--- src/rtl/pipe_reg_chain.sv ---
`default_nettype none
// +----------------------------------------------------------------------------+
// | Module      : pipe_reg_chain                                               |
// | Description : Parametrised multi-stage pipeline register chain with        |
// |               per-stage valid, backward stall propagation, per-stage       |
// |               flush and NOP bubble insertion.                              |
// |               Optional statistics counters: PIPE_REG_CHAIN_STATS_EN        |
// | Revision    : 1.0 - initial release                                        |
// +----------------------------------------------------------------------------+
module pipe_reg_chain #(
  parameter int          WIDTH       = 32,
  parameter int          STAGES      = 3,
  parameter logic [31:0] FLUSH_VALUE = 32'h00000013,
  parameter int          CNT_W       = $clog2(STAGES + 1)
) (
  input  logic              clk,
  input  logic              rst,
  input  logic [WIDTH-1:0]  in_data,
  input  logic              in_valid,
  output logic              in_ready,
  input  logic [STAGES-1:0] stall,
  input  logic [STAGES-1:0] flush,
  output logic [WIDTH-1:0]  out_data,
  output logic              out_valid,
  output logic [STAGES-1:0] stage_valid,
  output logic [CNT_W-1:0]  occupancy
`ifdef PIPE_REG_CHAIN_STATS_EN
  ,
  output logic [31:0]       stall_cycles,
  output logic [31:0]       flush_kills
`endif
);

  // Bubble payload: FLUSH_VALUE truncated or zero-extended to the payload width
  localparam logic [WIDTH-1:0] C_FLUSH = WIDTH'(FLUSH_VALUE);

  logic [WIDTH-1:0]  data_q [STAGES];
  logic [WIDTH-1:0]  data_d [STAGES];
  logic [STAGES-1:0] valid_q;
  logic [STAGES-1:0] valid_d;
  logic [CNT_W-1:0]  occ_q;
  logic [CNT_W-1:0]  occ_d;

  logic [STAGES-1:0] w_hold;
  logic [WIDTH-1:0]  w_pre_data [STAGES];
  logic [STAGES-1:0] w_pre_valid;
  logic              w_acc;

  // A stall on stage j holds stage j and everything upstream of it
  always_comb begin
    w_acc  = 1'b0;
    w_hold = '0;
    for (int i = STAGES - 1; i >= 0; i--) begin
      w_acc     = w_acc | stall[i];
      w_hold[i] = w_acc;
    end
  end

  assign in_ready = ~w_hold[0];

  // Pre-flush entry of each stage (hold / load / bubble / advance), then flush override
  always_comb begin
    w_pre_data[0]  = data_q[0];
    w_pre_valid[0] = valid_q[0];
    if (!w_hold[0]) begin
      w_pre_valid[0] = in_valid;
      w_pre_data[0]  = in_valid ? in_data : C_FLUSH;
    end
    for (int i = 1; i < STAGES; i++) begin
      w_pre_data[i]  = data_q[i];
      w_pre_valid[i] = valid_q[i];
      if (!w_hold[i]) begin
        if (w_hold[i-1]) begin
          // Upstream is held but this stage moves on: insert a NOP bubble
          w_pre_data[i]  = C_FLUSH;
          w_pre_valid[i] = 1'b0;
        end else begin
          w_pre_data[i]  = data_q[i-1];
          w_pre_valid[i] = valid_q[i-1];
        end
      end
    end
    for (int i = 0; i < STAGES; i++) begin
      data_d[i]  = flush[i] ? C_FLUSH : w_pre_data[i];
      valid_d[i] = flush[i] ? 1'b0    : w_pre_valid[i];
    end
  end

  // Occupancy tracks the popcount of the valid bits being loaded
  always_comb begin
    occ_d = '0;
    for (int i = 0; i < STAGES; i++) begin
      occ_d = occ_d + CNT_W'(valid_d[i]);
    end
  end

  // Stage registers; reset dominates stall and flush
  always_ff @(posedge clk) begin
    if (rst) begin
      for (int i = 0; i < STAGES; i++) begin
        data_q[i] <= C_FLUSH;
      end
      valid_q <= '0;
      occ_q   <= '0;
    end else begin
      for (int i = 0; i < STAGES; i++) begin
        data_q[i] <= data_d[i];
      end
      valid_q <= valid_d;
      occ_q   <= occ_d;
    end
  end

  assign out_data    = data_q[STAGES-1];
  assign out_valid   = valid_q[STAGES-1];
  assign stage_valid = valid_q;
  assign occupancy   = occ_q;

`ifdef PIPE_REG_CHAIN_STATS_EN
  logic [31:0] stall_cycles_q;
  logic [31:0] stall_cycles_d;
  logic [31:0] flush_kills_q;
  logic [31:0] flush_kills_d;
  logic [31:0] w_kill_cnt;
  logic [32:0] w_kill_sum;

  // Saturating counters: rejected valid inputs and valid entries squashed by flush
  always_comb begin
    w_kill_cnt = '0;
    for (int i = 0; i < STAGES; i++) begin
      w_kill_cnt = w_kill_cnt + 32'(flush[i] & w_pre_valid[i]);
    end
    w_kill_sum     = {1'b0, flush_kills_q} + {1'b0, w_kill_cnt};
    flush_kills_d  = w_kill_sum[32] ? 32'hFFFF_FFFF : w_kill_sum[31:0];
    stall_cycles_d = stall_cycles_q;
    if (in_valid && !in_ready && (stall_cycles_q != 32'hFFFF_FFFF)) begin
      stall_cycles_d = stall_cycles_q + 32'd1;
    end
  end

  // Statistics registers
  always_ff @(posedge clk) begin
    if (rst) begin
      stall_cycles_q <= '0;
      flush_kills_q  <= '0;
    end else begin
      stall_cycles_q <= stall_cycles_d;
      flush_kills_q  <= flush_kills_d;
    end
  end

  assign stall_cycles = stall_cycles_q;
  assign flush_kills  = flush_kills_q;
`endif

endmodule
`default_nettype wire

--- config.mk ---
export PLATFORM = sky130hd
export DESIGN_NAME = pipe_reg_chain
export DESIGN_NICKNAME = d
export VERILOG_FILES = /design/src/rtl/pipe_reg_chain.sv
export SDC_FILE = /design/constraint.sdc
export NUM_CORES = 1
export LEC_CHECK = 0
export ABC_AREA = 1
export CORE_AREA = 10 10 102 104
export DETAILED_ROUTE_END_ITERATION = 6
export DIE_AREA = 0 0 112 114
export PLACE_DENSITY = 0.76
export SYNTH_ARGS = -nofsm -noshare
export SYNTH_HDL_FRONTEND = slang
export SYNTH_SLANG_ARGS = --single-unit
--- constraint.sdc ---
create_clock -name clk -period 2.3 [get_ports clk]
set_clock_uncertainty 0.15 [all_clocks]
set_input_delay 0.23 -clock clk [delete_from_list [all_inputs] [get_ports clk]]
set_output_delay 0.23 -clock clk [all_outputs]
set_load 0.005 [all_outputs]
==> results of run 1 <==
[critical path, stage by stage]
cell	delay, ns
clkdlybuf4s50_1	0.48
nor2_4	0.21
nand2_1	0.13
inv_1	0.16
clkdlybuf4s50_1	0.53
[cell usage after synthesis, types with 3 or more instances]
| library cell | n | area (sq um) |
|---|---|---|
| a21oi_1 | 91 | 455 |
| buf_1 | 3 | 11.3 |
| buf_2 | 11 | 55.1 |
| buf_4 | 40 | 300 |
| clkbuf_1 | 16 | 60.1 |
| dfxtp_1 | 101 | 2020 |
| inv_1 | 39 | 146 |
| nand2_1 | 163 | 612 |
| nand3_1 | 66 | 330 |
| nor2_1 | 7 | 26.3 |
| o21ai_0 | 3 | 15.0 |
| o22ai_1 | 3 | 18.8 |
[through the flow]
stage / instances / utilization (%)
2_1_floorplan: 549 / -
3_3_place_gp: 678 / 55.5
3_5_place_dp: 678 / 55.5
4_1_cts: 694 / 57.9
5_1_grt: 694 / 57.9
6_report: 694 / 57.9
[logic make-up after synthesis]
logic type      after synthesis  synth area share (%)
simple gates                237                  23.7
compound gates               98                  12.1
fa+ha+maj                     1                 0.488
buf+inv                     112                  14.4
flops                       101                  49.3
[sequential cells by signal (all words and copies together), names as in the netlist]
register     flops
data_q          96
occupancy        2
stage_valid      3
[per-layer routing]
layer  part of all wire [%]  vias up  GRT usage, %
met5                      0        -             0
li1                       -     1780             -
met2                     45      100          23.7
met1                     47     1571          18.9
met3                    6.8       10          3.83
met4                    1.3        0          5.58
[final cells by class]
cell class,instances,area (sq um),area share [%]
flip-flops and latches,101,2020,41.2
multi-input cells,336,1500,30.5
repair buffers,92,888,18.1
inverters,41,154,3.14
clock buffers,10,138,2.81
well taps,108,135,2.76
clock inverters,6,68.8,1.40
[worst max path at each step]
stage,slack (ns),start,depth (start not counted),to
2_1_floorplan,0.57,stall[2],8,occupancy[0]$_SDFF_PP0_
3_3_place_gp,0.15,stall[0],8,occupancy[0]$_SDFF_PP0_
3_5_place_dp,0.12,stall[2],5,data_q[0][7]$_SDFFE_PP0P_
4_1_cts,0.17,stall[2],5,in_ready
5_1_grt,0.05,stall[2],5,in_ready
6_report,0.17,stall[2],5,in_ready
[power breakdown]
part | switching, mW | internal, mW
combinational | 0.144 | 0.0998
clock | 0.616 | 0.540
sequential | 0.00408 | 1.75
==> flow_summary.yaml, run 1 <==
die:
  pin_count: 80
  row_count: 34
  start_util_pct: 48.5
  core_region_area_sq_um: 8470
  dieWidth_um: 112
  die_area_sq_um: 12800
  die_h_um: 114
clock_tree:
  cts_buffers: 9
  cts_resized: 0
  cts_hold_buf: 0
  root_buffer: "clkbuf_8"
  cts_tree: "yes"
  clock-sinks: 101
  cts_setup_buffers: 0
  clkTransAtPathRegs_ns: 0.09
  cts.path.max_buffers: 2
  htree_num_levels: 3
  insertion_delay_ns: 0.37
timing:
  rsz0062_at_grt: "no"
  worst_pin_slew_ns: 0.979
  finalCritPeriodShare_pct: 92.6
  setup_violations: 0
  fin_setup_tns_ns: 0
  fin_ws_ns: 0.170
  period_minus_slack_ns: 2.13
  drv_slew: 0
  clock.fmax_ghz: 0.470
  relSlewSlack_pct: 34.7
  hold_violations: 0
  timing.hold.ws_ns: 0.316
synthesis:
  ys.flop_type: "dfxtp_1"
  ys_seq_area_share_pct: 49.3
  synth_area_sq_um: 4110
  yosys.cell_types.count: 17
  avgSynthCellArea_sq_um: 7.48
  synth_edf_count: 0
  syn_nets: 591
  ys_ff_latch: 101
  async_reset_ff_share_pct: 0
  netlist_instances: 549
  yosysWarnings: 0
placed_design:
  hpwl_mm: 6.61
  post_dp_cell_area_sq_um: 4700
  numPortBuffers: 79
  pre_cts_ws_ns: 0.123
  gp_congestion: 0.741
grt:
  grt_usage_pct: 14.9
  grt-ovfl-total: 0
  antenna_found_initial: 0
  grt_pass1_vias: 3315
  grt_max_degree: 86
  grt_pass1_wl_mm: 16.0
status:
  status: "complete, no violations"
final_layout:
  antennaDiodeCount: 0
  drive_gt1_share_pct: 5.46
  area_delta_synth_final_pct: 19.4
  nets: 623
  fillCellCount: 777
  final_cell_mix: "nand2_1, dfxtp_1, a21oi_1"
  stdcell_area_sq_um: 4900
  layout_commonest_cell: "nand2_1"
critical_path:
  crit_type: "primary input to output port"
  ff2ff_setup_slack_ns: 0.77
  cp.required_ns: 1.92
  worstPathArrival_ns: 1.75
  critPathCaptureType: "output port"
  start_kind: "primary input"
  reg2reg_from: "stage_valid[0]$_SDFF_PP0_"
  rr_worst_depth: 5
  r2r-end: "occupancy[0]$_SDFF_PP0_"
  path_max_fanout: 6
hold_path:
  hp-class: "flop to flop"
  hold_depth: 2
  min-delay-start: "data_q[0][19]$_SDFFE_PP0P_"
  holdPathEnd: "data_q[0][19]$_SDFFE_PP0P_"
power_and_ir_drop:
  fin_total_pwr_mw: 3.16
  p_per_area_nw_per_um2: 644
  ir_drop_mv: 0.291
  p_leak_nw: 1.81
detailed_routing:
  drt_iter0_markers: 263
  first_pass_iters: 4
  vias_per_cell: 4.99
  wl_per_cell_um: 13.7
  drc: 0
  postRouteAntennaNets: 0
  vias: 3461
  wirelength_mm: 9.51
job:
  drv_cap: 0
Note: power is estimated with default switching activity, not from simulation.
==> run 2, diff against run 1 <==
Settings changed: SLEW_MARGIN from default to 10.
==> results of run 2 <==
Same layout as run 1: the final DEF is identical, and so are final timing and power.
